File: config.mk
export PLATFORM = sky130hd
export DESIGN_NAME = ps2_kbd_decoder
export DESIGN_NICKNAME = d
export VERILOG_FILES = /design/src/rtl/ps2_kbd_pkg.sv /design/src/rtl/ps2_event_fifo.sv /design/src/rtl/ps2_kbd_decoder.sv
export SDC_FILE = /design/constraint.sdc
export NUM_CORES = 1
export LEC_CHECK = 0
export BUFFER_PORTS_ARGS = -buffer_cell sky130_fd_sc_hd__buf_2
export CORE_ASPECT_RATIO = 1.75
export CORE_MARGIN = 4
export CORE_UTILIZATION = 50
export CTS_CLUSTER_SIZE = 25
export DETAILED_ROUTE_END_ITERATION = 10
export PLACE_DENSITY = 0.8
export SKIP_CTS_REPAIR_TIMING = 1
export SLEW_MARGIN = 20
export SYNTH_ARGS = -nofsm -noshare
export SYNTH_HDL_FRONTEND = slang
export SYNTH_SLANG_ARGS = --single-unit
File: constraint.sdc
create_clock -name clk -period 2.15 [get_ports clk]
set_input_delay 0.43 -clock clk [delete_from_list [all_inputs] [get_ports clk]]
set_output_delay 0.43 -clock clk [all_outputs]
set_load 0.02 [all_outputs]
File: src/rtl/ps2_kbd_pkg.sv
// rtl/ps2_kbd_pkg.sv - shared types, scan-code constants and set-2 to ASCII translation
package ps2_kbd_pkg;

  typedef enum logic [1:0] {ST_IDLE, ST_EXT, ST_BRK, ST_EXT_BRK} prefix_state_e;

  typedef struct packed {
    logic       ext;
    logic       brk;
    logic [7:0] code;
    logic [7:0] ascii;
  } key_event_t;

  localparam int EVENT_W = 18;

  localparam logic [7:0] PFX_EXT    = 8'hE0;
  localparam logic [7:0] PFX_BRK    = 8'hF0;
  localparam logic [7:0] PFX_PAUSE  = 8'hE1;
  localparam logic [7:0] STS_ERR0   = 8'h00;
  localparam logic [7:0] STS_BAT    = 8'hAA;
  localparam logic [7:0] STS_ECHO   = 8'hEE;
  localparam logic [7:0] STS_ACK    = 8'hFA;
  localparam logic [7:0] STS_RESEND = 8'hFE;
  localparam logic [7:0] STS_ERR1   = 8'hFF;

  localparam logic [7:0] KC_LSHIFT = 8'h12;
  localparam logic [7:0] KC_RSHIFT = 8'h59;
  localparam logic [7:0] KC_CTRL   = 8'h14;
  localparam logic [7:0] KC_CAPS   = 8'h58;
  localparam logic [7:0] KC_ENTER  = 8'h5A;

  function automatic logic is_status(input logic [7:0] b);
    return b inside {STS_ERR0, STS_BAT, STS_ECHO, STS_ACK, STS_RESEND, STS_ERR1, PFX_PAUSE};
  endfunction

  function automatic logic [7:0] set2_to_ascii(input logic [7:0] code, input logic ext,
                                               input logic shift, input logic caps);
    logic [7:0] a;
    a = 8'h00;
    if (ext) begin
      if (code == KC_ENTER) a = 8'h0D;
    end else begin
      case (code)
        8'h1C: a = "a";  8'h32: a = "b";  8'h21: a = "c";  8'h23: a = "d";
        8'h24: a = "e";  8'h2B: a = "f";  8'h34: a = "g";  8'h33: a = "h";
        8'h43: a = "i";  8'h3B: a = "j";  8'h42: a = "k";  8'h4B: a = "l";
        8'h3A: a = "m";  8'h31: a = "n";  8'h44: a = "o";  8'h4D: a = "p";
        8'h15: a = "q";  8'h2D: a = "r";  8'h1B: a = "s";  8'h2C: a = "t";
        8'h3C: a = "u";  8'h2A: a = "v";  8'h1D: a = "w";  8'h22: a = "x";
        8'h35: a = "y";  8'h1A: a = "z";
        8'h16: a = shift ? "!" : "1";
        8'h1E: a = shift ? "@" : "2";
        8'h26: a = shift ? "#" : "3";
        8'h25: a = shift ? "$" : "4";
        8'h2E: a = shift ? "%" : "5";
        8'h36: a = shift ? "^" : "6";
        8'h3D: a = shift ? "&" : "7";
        8'h3E: a = shift ? "*" : "8";
        8'h46: a = shift ? "(" : "9";
        8'h45: a = shift ? ")" : "0";
        8'h29: a = 8'h20;
        8'h5A: a = 8'h0D;
        8'h66: a = 8'h08;
        8'h76: a = 8'h1B;
        8'h0D: a = 8'h09;
        default: a = 8'h00;
      endcase
      // Only the letter range is case-folded; shifted digit symbols are never in it.
      if (a >= "a" && a <= "z" && (shift ^ caps)) a = a - 8'h20;
    end
    return a;
  endfunction

endpackage

File: src/rtl/ps2_event_fifo.sv
// rtl/ps2_event_fifo.sv - show-ahead event FIFO with extra-MSB pointers
module ps2_event_fifo #(
  parameter int DEPTH = 4,
  parameter int WIDTH = 18
) (
  input  logic             clk,
  input  logic             reset,
  input  logic             push_i,
  input  logic [WIDTH-1:0] wdata_i,
  input  logic             pop_i,
  output logic             full_o,
  output logic             empty_o,
  output logic [WIDTH-1:0] rdata_o
);

  localparam int AW = $clog2(DEPTH);

  logic [AW:0]      wr_ptr_q, rd_ptr_q;
  logic [WIDTH-1:0] mem_q [DEPTH];
  logic             do_pop, do_push;

  assign empty_o = (wr_ptr_q == rd_ptr_q);
  assign full_o  = (wr_ptr_q[AW] != rd_ptr_q[AW]) && (wr_ptr_q[AW-1:0] == rd_ptr_q[AW-1:0]);
  assign do_pop  = pop_i && !empty_o;
  assign do_push = push_i && (!full_o || do_pop);
  assign rdata_o = mem_q[rd_ptr_q[AW-1:0]];

  always_ff @(posedge clk or posedge reset) begin
    if (reset) begin
      wr_ptr_q <= '0;
      rd_ptr_q <= '0;
    end else begin
      if (do_push) wr_ptr_q <= wr_ptr_q + 1'b1;
      if (do_pop)  rd_ptr_q <= rd_ptr_q + 1'b1;
    end
  end

  always_ff @(posedge clk) begin
    if (do_push) mem_q[wr_ptr_q[AW-1:0]] <= wdata_i;
  end

endmodule

File: src/rtl/ps2_kbd_decoder.sv
// rtl/ps2_kbd_decoder.sv - set-2 prefix FSM, modifier tracking and event queue
module ps2_kbd_decoder
  import ps2_kbd_pkg::*;
#(
  parameter int FIFO_DEPTH = 4
) (
  input  logic       clk,
  input  logic       reset,
  input  logic       rx_done_tick,
  input  logic [7:0] rx_data,
  input  logic       key_ready,
  output logic       key_valid,
  output logic [7:0] key_code,
  output logic       key_ext,
  output logic       key_break,
  output logic [7:0] key_ascii,
  output logic [2:0] mods,
  output logic       ovf
);

  prefix_state_e st_q, st_d;
  logic emit, ev_ext, ev_brk, fake_shift;
  logic lshift_q, lshift_d, rshift_q, rshift_d;
  logic lctrl_q, lctrl_d, rctrl_q, rctrl_d;
  logic caps_q, caps_d, held_q, held_d, ovf_q, ovf_d;
  logic fifo_full, fifo_empty, pop;
  logic [EVENT_W-1:0] fifo_rdata;
  key_event_t ev, head;

  assign fake_shift = (rx_data == KC_LSHIFT) || (rx_data == KC_RSHIFT);

  always_comb begin
    st_d   = st_q;
    emit   = 1'b0;
    ev_ext = 1'b0;
    ev_brk = 1'b0;
    if (rx_done_tick) begin
      case (st_q)
        ST_IDLE: begin
          if (rx_data == PFX_EXT)      st_d = ST_EXT;
          else if (rx_data == PFX_BRK) st_d = ST_BRK;
          else                         emit = !is_status(rx_data);
        end
        ST_EXT: begin
          st_d = ST_IDLE;
          if (rx_data == PFX_BRK) st_d = ST_EXT_BRK;
          else begin
            emit   = !fake_shift;
            ev_ext = 1'b1;
          end
        end
        ST_BRK: begin
          st_d   = ST_IDLE;
          emit   = 1'b1;
          ev_brk = 1'b1;
        end
        ST_EXT_BRK: begin
          st_d   = ST_IDLE;
          emit   = !fake_shift;
          ev_ext = 1'b1;
          ev_brk = 1'b1;
        end
        default: st_d = ST_IDLE;
      endcase
    end
  end

  always_comb begin
    ev.ext   = ev_ext;
    ev.brk   = ev_brk;
    ev.code  = rx_data;
    ev.ascii = set2_to_ascii(rx_data, ev_ext, lshift_q | rshift_q, caps_q);
  end

  always_comb begin
    lshift_d = lshift_q;
    rshift_d = rshift_q;
    lctrl_d  = lctrl_q;
    rctrl_d  = rctrl_q;
    caps_d   = caps_q;
    held_d   = held_q;
    if (emit) begin
      if (!ev_ext && rx_data == KC_LSHIFT) lshift_d = !ev_brk;
      if (!ev_ext && rx_data == KC_RSHIFT) rshift_d = !ev_brk;
      if (!ev_ext && rx_data == KC_CTRL)   lctrl_d  = !ev_brk;
      if (ev_ext && rx_data == KC_CTRL)    rctrl_d  = !ev_brk;
      // caps_held suppresses re-toggling while typematic repeats arrive.
      if (!ev_ext && rx_data == KC_CAPS) begin
        if (ev_brk) held_d = 1'b0;
        else begin
          if (!held_q) caps_d = !caps_q;
          held_d = 1'b1;
        end
      end
    end
  end

  assign pop   = key_valid && key_ready;
  assign ovf_d = ovf_q || (emit && fifo_full && !pop);

  always_ff @(posedge clk or posedge reset) begin
    if (reset) begin
      st_q     <= ST_IDLE;
      lshift_q <= 1'b0;
      rshift_q <= 1'b0;
      lctrl_q  <= 1'b0;
      rctrl_q  <= 1'b0;
      caps_q   <= 1'b0;
      held_q   <= 1'b0;
      ovf_q    <= 1'b0;
    end else begin
      st_q     <= st_d;
      lshift_q <= lshift_d;
      rshift_q <= rshift_d;
      lctrl_q  <= lctrl_d;
      rctrl_q  <= rctrl_d;
      caps_q   <= caps_d;
      held_q   <= held_d;
      ovf_q    <= ovf_d;
    end
  end

  ps2_event_fifo #(
    .DEPTH (FIFO_DEPTH),
    .WIDTH (EVENT_W)
  ) u_fifo (
    .clk     (clk),
    .reset   (reset),
    .push_i  (emit),
    .wdata_i (ev),
    .pop_i   (pop),
    .full_o  (fifo_full),
    .empty_o (fifo_empty),
    .rdata_o (fifo_rdata)
  );

  assign head      = fifo_rdata;
  assign key_valid = !fifo_empty;
  assign key_code  = key_valid ? head.code : 8'h00;
  assign key_ascii = key_valid ? head.ascii : 8'h00;
  assign key_ext   = key_valid && head.ext;
  assign key_break = key_valid && head.brk;
  assign mods      = {caps_q, lctrl_q | rctrl_q, lshift_q | rshift_q};
  assign ovf       = ovf_q;

endmodule

# Word level (Yosys, flattened, before mapping)
# Memory sizes are Yosys's and may differ from the RTL's.
# Index checks and enable logic that the tools add are counted.
[totals] mem_count=1 register_bits=15 inputBits=12 output_inout_bits=23 mem_bits_rw=72 elab_cells=152
[op_classes] eq_ne=60 mux=34 n_reduce_logical=37 magnitude_cmp=2 add_sub_neg=3 bitwise=5
[mem_list] memory="u_fifo.mem_q" words=4 word_bits=18 rd=1 rd_ports_with_merged_regs=0 wr=1 line="ps2_event_fifo.sv:19" text="logic [WIDTH-1:0] mem_q [DEPTH];"
[op_table] op="case mux 7 bit (41 select lines)" count=1
[op_table] op="== test 8 x 6 -> 1 bit, second input constant" count=23
[op_table] op="== test 8 x 7 -> 1 bit, second input constant" count=12
[op_table] op="== test 8 x 5 -> 1 bit, second input constant" count=9
[op_table] op="== test 8 bit, second input constant" count=8
[op_table] op="two-way mux 5 bit" count=8
[op_table] op="two-way mux 8 bit" count=5
[op_table] op="logical AND 1 bit" count=15
[op_table] op="two-way mux 7 bit" count=2
[op_table] op="AND reduction 2 bit" count=6
[op_table] op="two-way mux 1 bit" count=11
[op_table] op="== test 8 x 4 -> 1 bit, second input constant" count=1
[op_table] op=">= comparator 8 x 7 -> 1 bit, second input constant" count=1
[op_table] op="<= comparator 8 x 7 -> 1 bit, second input constant" count=1
[op_table] op="zero test 1 bit" count=8
[op_table] op="zero test 8 bit" count=1
[op_table] op="subtractor 8 x 6 -> 8 bit, second input constant" count=1
[op_table] op="nonzero test 7 bit" count=1
[op_table] op="adder 3 x 1 -> 3 bit, second input constant" count=2
[op_table] op="two-way mux 2 bit" count=3
[op_table] op="case mux 2 bit (3 select lines)" count=1
[op_table] op="== test 2 bit, second input constant" count=2
[op_table] op="two-way mux 4 bit" count=1
[op_table] op="case mux 1 bit (4 select lines)" count=1
[op_table] op="13 further kinds" count=17

# Logic depth before layout (Yosys ltp)
[logic_depth] depth_word=10 ltp_mapped=12 ltp_nobuf=9

# Cells and area by module
# From an unflattened synthesis, not the netlist that was laid out.
[unflattened] hier_cells=392 area_unflattened_um2=4916.0
[modules_own_cells] mod="ps2_event_fifo" cells_each=130 seq_area_each_um2=2312.2 n_inst=1 area_per_inst_um2=3024.2
[modules_own_cells] mod="ps2_kbd_decoder" cells_each=262 seq_area_each_um2=225.2 n_inst=1 area_per_inst_um2=1891.8

# Least setup slack after synthesis
# Ideal clock, no wire load.
[synth_timing] kind="in2reg" from="in rx_data[4]" to="mem u_fifo.mem_q[0][6] (data pin)" n_path_buf=1 setup_ps=265 required_ps=1885 cell_stages=9 t_arrival_ps=2363 path_slack_ps=-478 cell_sequence="buf_6 or4b_4 or3_1 a21oi_2 nor4_2 and4_4 ha_1 nand2_1 o211a_1"
[synth_lines] item="from (decl)" line="ps2_kbd_decoder.sv:10" text="input logic [7:0] rx_data,"
[synth_lines] item="to (decl)" line="ps2_event_fifo.sv:19"

==> results.cfg <==
[run_status]
outcome = finished with violations
violations = negative setup slack

[synthesis]
yosysSeqAreaShare_pct = 53.4
yosys_register_bits = 87
yosys.area_share.simple_pct = 19.4
async_flop_share_pct = 17.2
synth_top_family_by_area = simple AND/OR/NAND/NOR gates
netlist_instances = 384
synth_common_cells = edfxtp_1 (72), nor2b_1 (27), nand2_1 (19)
yosys.area.top_type = edfxtp_1
yosysMostFrequentCell = edfxtp_1
synth.area.mux_share_pct = 9.86
yosysWarningCount = 0
synth_area_per_cell_sq_um = 12.4
synth_area_sq_um = 4750
synth.top_cell.area_share_pct = 45.5
yosys.area_share.xor_xnor_pct = 2.40
synthTopCellsByArea = edfxtp_1 (46%), mux4_2 (8.5%), dfrtp_1 (7.9%)
syn_nets = 402
synth_edf_count = 72
synth_cell_types = 67
synth_compound_area_share_pct = 9.17
synth_fa_ha_area_share_pct = 1.58
synth_top_flop_cell = edfxtp_1

[clocking]
clock_path_buffers = 2
cts_sinks = 87
htree_levels = 3
clkTransAtPathRegs_ns = 0.07
cts_buffers = 9
clockRootBuffer = clkbuf_16
cts_tree = built
clk-insertion-delay-late_ns = 0.35

[power_and_ir_drop]
pwr_density_cell_nw_per_um2 = 1140
p_int_mw = 4.67
power.switching_mw = 2.64
ir_drop_mv = 0.832
seq_power_share_pct = 33.4
leakage_nw = 2.53
power_switching_share_pct = 36.1
p_comb_share_pct = 43.7
pwr-share-clk_pct = 22.9

[sta]
skew_ns = 0.00864
worst_pin_slew_ns = 0.571
final-max-slew-violation-count = 0
max_freq_mhz = 405
holdWs_ns = 0.130
period_needed_ns = 2.47
relSlewSlack_pct = 61.9
finalSetupViolations = 108
rsz0062_at_grt = true
hold_viol = 0
fin_crit_sh_pct = 115
setup_ws_ns = -0.322

[grt]
grt_pass1_wl_mm = 20.4
gr-total-overflow = 0
grt_pass1_vias = 3911
grtUsageTotal_pct = 25.2
antenna_found_initial = 0
grt_max_degree = 20

[routing]
drtPass1Iterations = 7
vias_per_cell = 6.43
route.vias.total = 4146
drt-wirelength-per-cell_microns = 24.4
drc = 0
dr.first_iter.drc_count = 458
wirelength_mm = 15.8
ant_nets = 0

[critical_path]
crit_type = in2reg
slowest_delay_ns = 0.53
crit_arrival_ns = 2.55
crit_fanout = 5
endpoint_kind = register
critPathRequiredTime_ns = 2.23
startpoint_type = input port
worst_path_max_delay_cell = or4b_4
path_cells = buf_12 -> or4b_4 -> or3_4 -> a21oi_4 -> nor4_4 -> nand3b_1 -> inv_2 -> ha_4 -> nand2_2 -> o211a_1

[floorplanning]
core_area_sq_um = 9150
die_y_microns = 137
io_pins = 35
std_cell_rows = 46
dieArea_sq_um = 11200
fp.dieW_microns = 81.7
initial_core_util_pct = 51.9

[finish]
nNetsFinal = 538
layout-drive-gt1-share_pct = 42.5
diodes = 0
syn_to_final_growth_pct = 35.4
layout.cells.non_filler = 645

[flow_run]
drv_cap = 0

[place]
dpl.cell_count = 606
gp_congestion = 0.940
place_hpwl_mm = 9.57
port_buffers = 34

[worst_hold_path]
worst_hold_path_type = in2async
[cell families (layout without fill, tap and decap cells)]
| logic type | count (synthesis) | count (layout) |
|---|---|---|
| AO/OA/AOI/OAI | 66 | 66 |
| XOR/XNOR | 13 | 13 |
| flip-flops | 87 | 87 |
| buffers and inverters | 40 | 174 |
| adder cells (fa/ha/maj) | 6 | 6 |
| AND/OR/NAND/NOR | 148 | 155 |
| multiplexers | 24 | 24 |
[sequential cells by signal (all words and copies together) (netlist names)]
register,count
u_fifo.wr_ptr_q,3
lctrl_q,1
ovf,1
caps_q,1
lshift_q,1
held_q,1
u_fifo.mem_q,72
u_fifo.rd_ptr_q,3
rctrl_q,1
st_q,2
rshift_q,1
[power by group through the flow]
stage,clock network [mW],registers [mW],logic [mW]
6_report,1.67,2.44,3.19
5_1_grt,1.73,2.46,3.36
4_1_cts,1.65,2.41,2.77
3_5_place_dp,0,2.44,2.71
3_3_place_gp,0,2.38,2.65
2_1_floorplan,0,2.37,1.85
[layout by cell type (no fill, tap or decap), types with 3 or more instances in the layout]
cell type and count:
nand3_1 14, buf_6 8, a21oi_1 10, a21oi_2 3, edfxtp_1 72, nand4_1 5
nor2_1 14, nor4_1 4, buf_4 114, nor2b_1 27, clkbuf_16 10, inv_1 10
buf_2 18, mux4_2 18, xnor2_1 9, and4b_1 5, and2_1 4, dfrtp_1 14
nor3b_1 3, ha_1 5, mux2i_1 4, and2_4 12, a31oi_1 5, nor3_1 9
nand2_1 17, and3_1 6, buf_12 3, nor4b_1 6, o21ai_0 14, o21ai_1 4
nand3b_1 3, xor2_1 4
[through the flow]
step	area (sq um)	util, %	total power, mW	TNS [ns]	worst slack (ns)
finish	6430	70.3	7.30	-12.25	-0.322
global route	6430	70.3	7.54	-16.79	-0.377
CTS	6020	65.8	6.83	-17.93	-0.388
detailed placement	5710	62.4	5.14	-51.21	-0.715
floorplan	4810	-	4.22	-3.95	-0.473
global placement	5710	62.4	5.03	-44.38	-0.561
[cell type report]
class	count	area (sq um)
fill	587	2720
sequential	87	2540
multi-input combinational	264	2240
timing repair buffer	146	1140
clock buffer	10	229
tap	120	150
clock inverter	6	85.1
inverter	12	45.0
[worst paths after layout]
path | start | cells after the start | slack (ns) | end
max in group asynchronous | reset | 2 | 1.61 | u_fifo.rd_ptr_q[0]$_DFFE_PP0P_
min in group clk | rx_data[7] | 1 | 0.31 | u_fifo.mem_q[0][15]$_DFFE_PP_
max reg2reg | u_fifo.wr_ptr_q[0]$_DFFE_PP0P_ | 8 | -0.02 | u_fifo.wr_ptr_q[2]$_DFFE_PP0P_
max | rx_data[7] | 10 | -0.32 | u_fifo.mem_q[1][6]$_DFFE_PP_
min reg2reg | ovf$_DFF_PP0_ | 1 | 0.46 | ovf$_DFF_PP0_
min | reset | 2 | 0.13 | st_q[1]$_DFFE_PP0P_
[layer usage]
layer	up-vias	track usage [%]	routed length, microns	part of all wire [%]
li1	1767	-	-	-
met1	2027	25.8	5000	32
met2	262	45.6	8590	55
met3	90	3.23	871	5.5
met4	0	17.8	1290	8.2
met5	-	0	0	0
[critical path, delay by kind of cell]
family          cells  cell delay [ns]
buf+inv             2             0.17
fa+ha+maj           1             0.27
simple gates        5             1.20
compound gates      2             0.47
No activity file was read; power rests on OpenSTA's default activity.
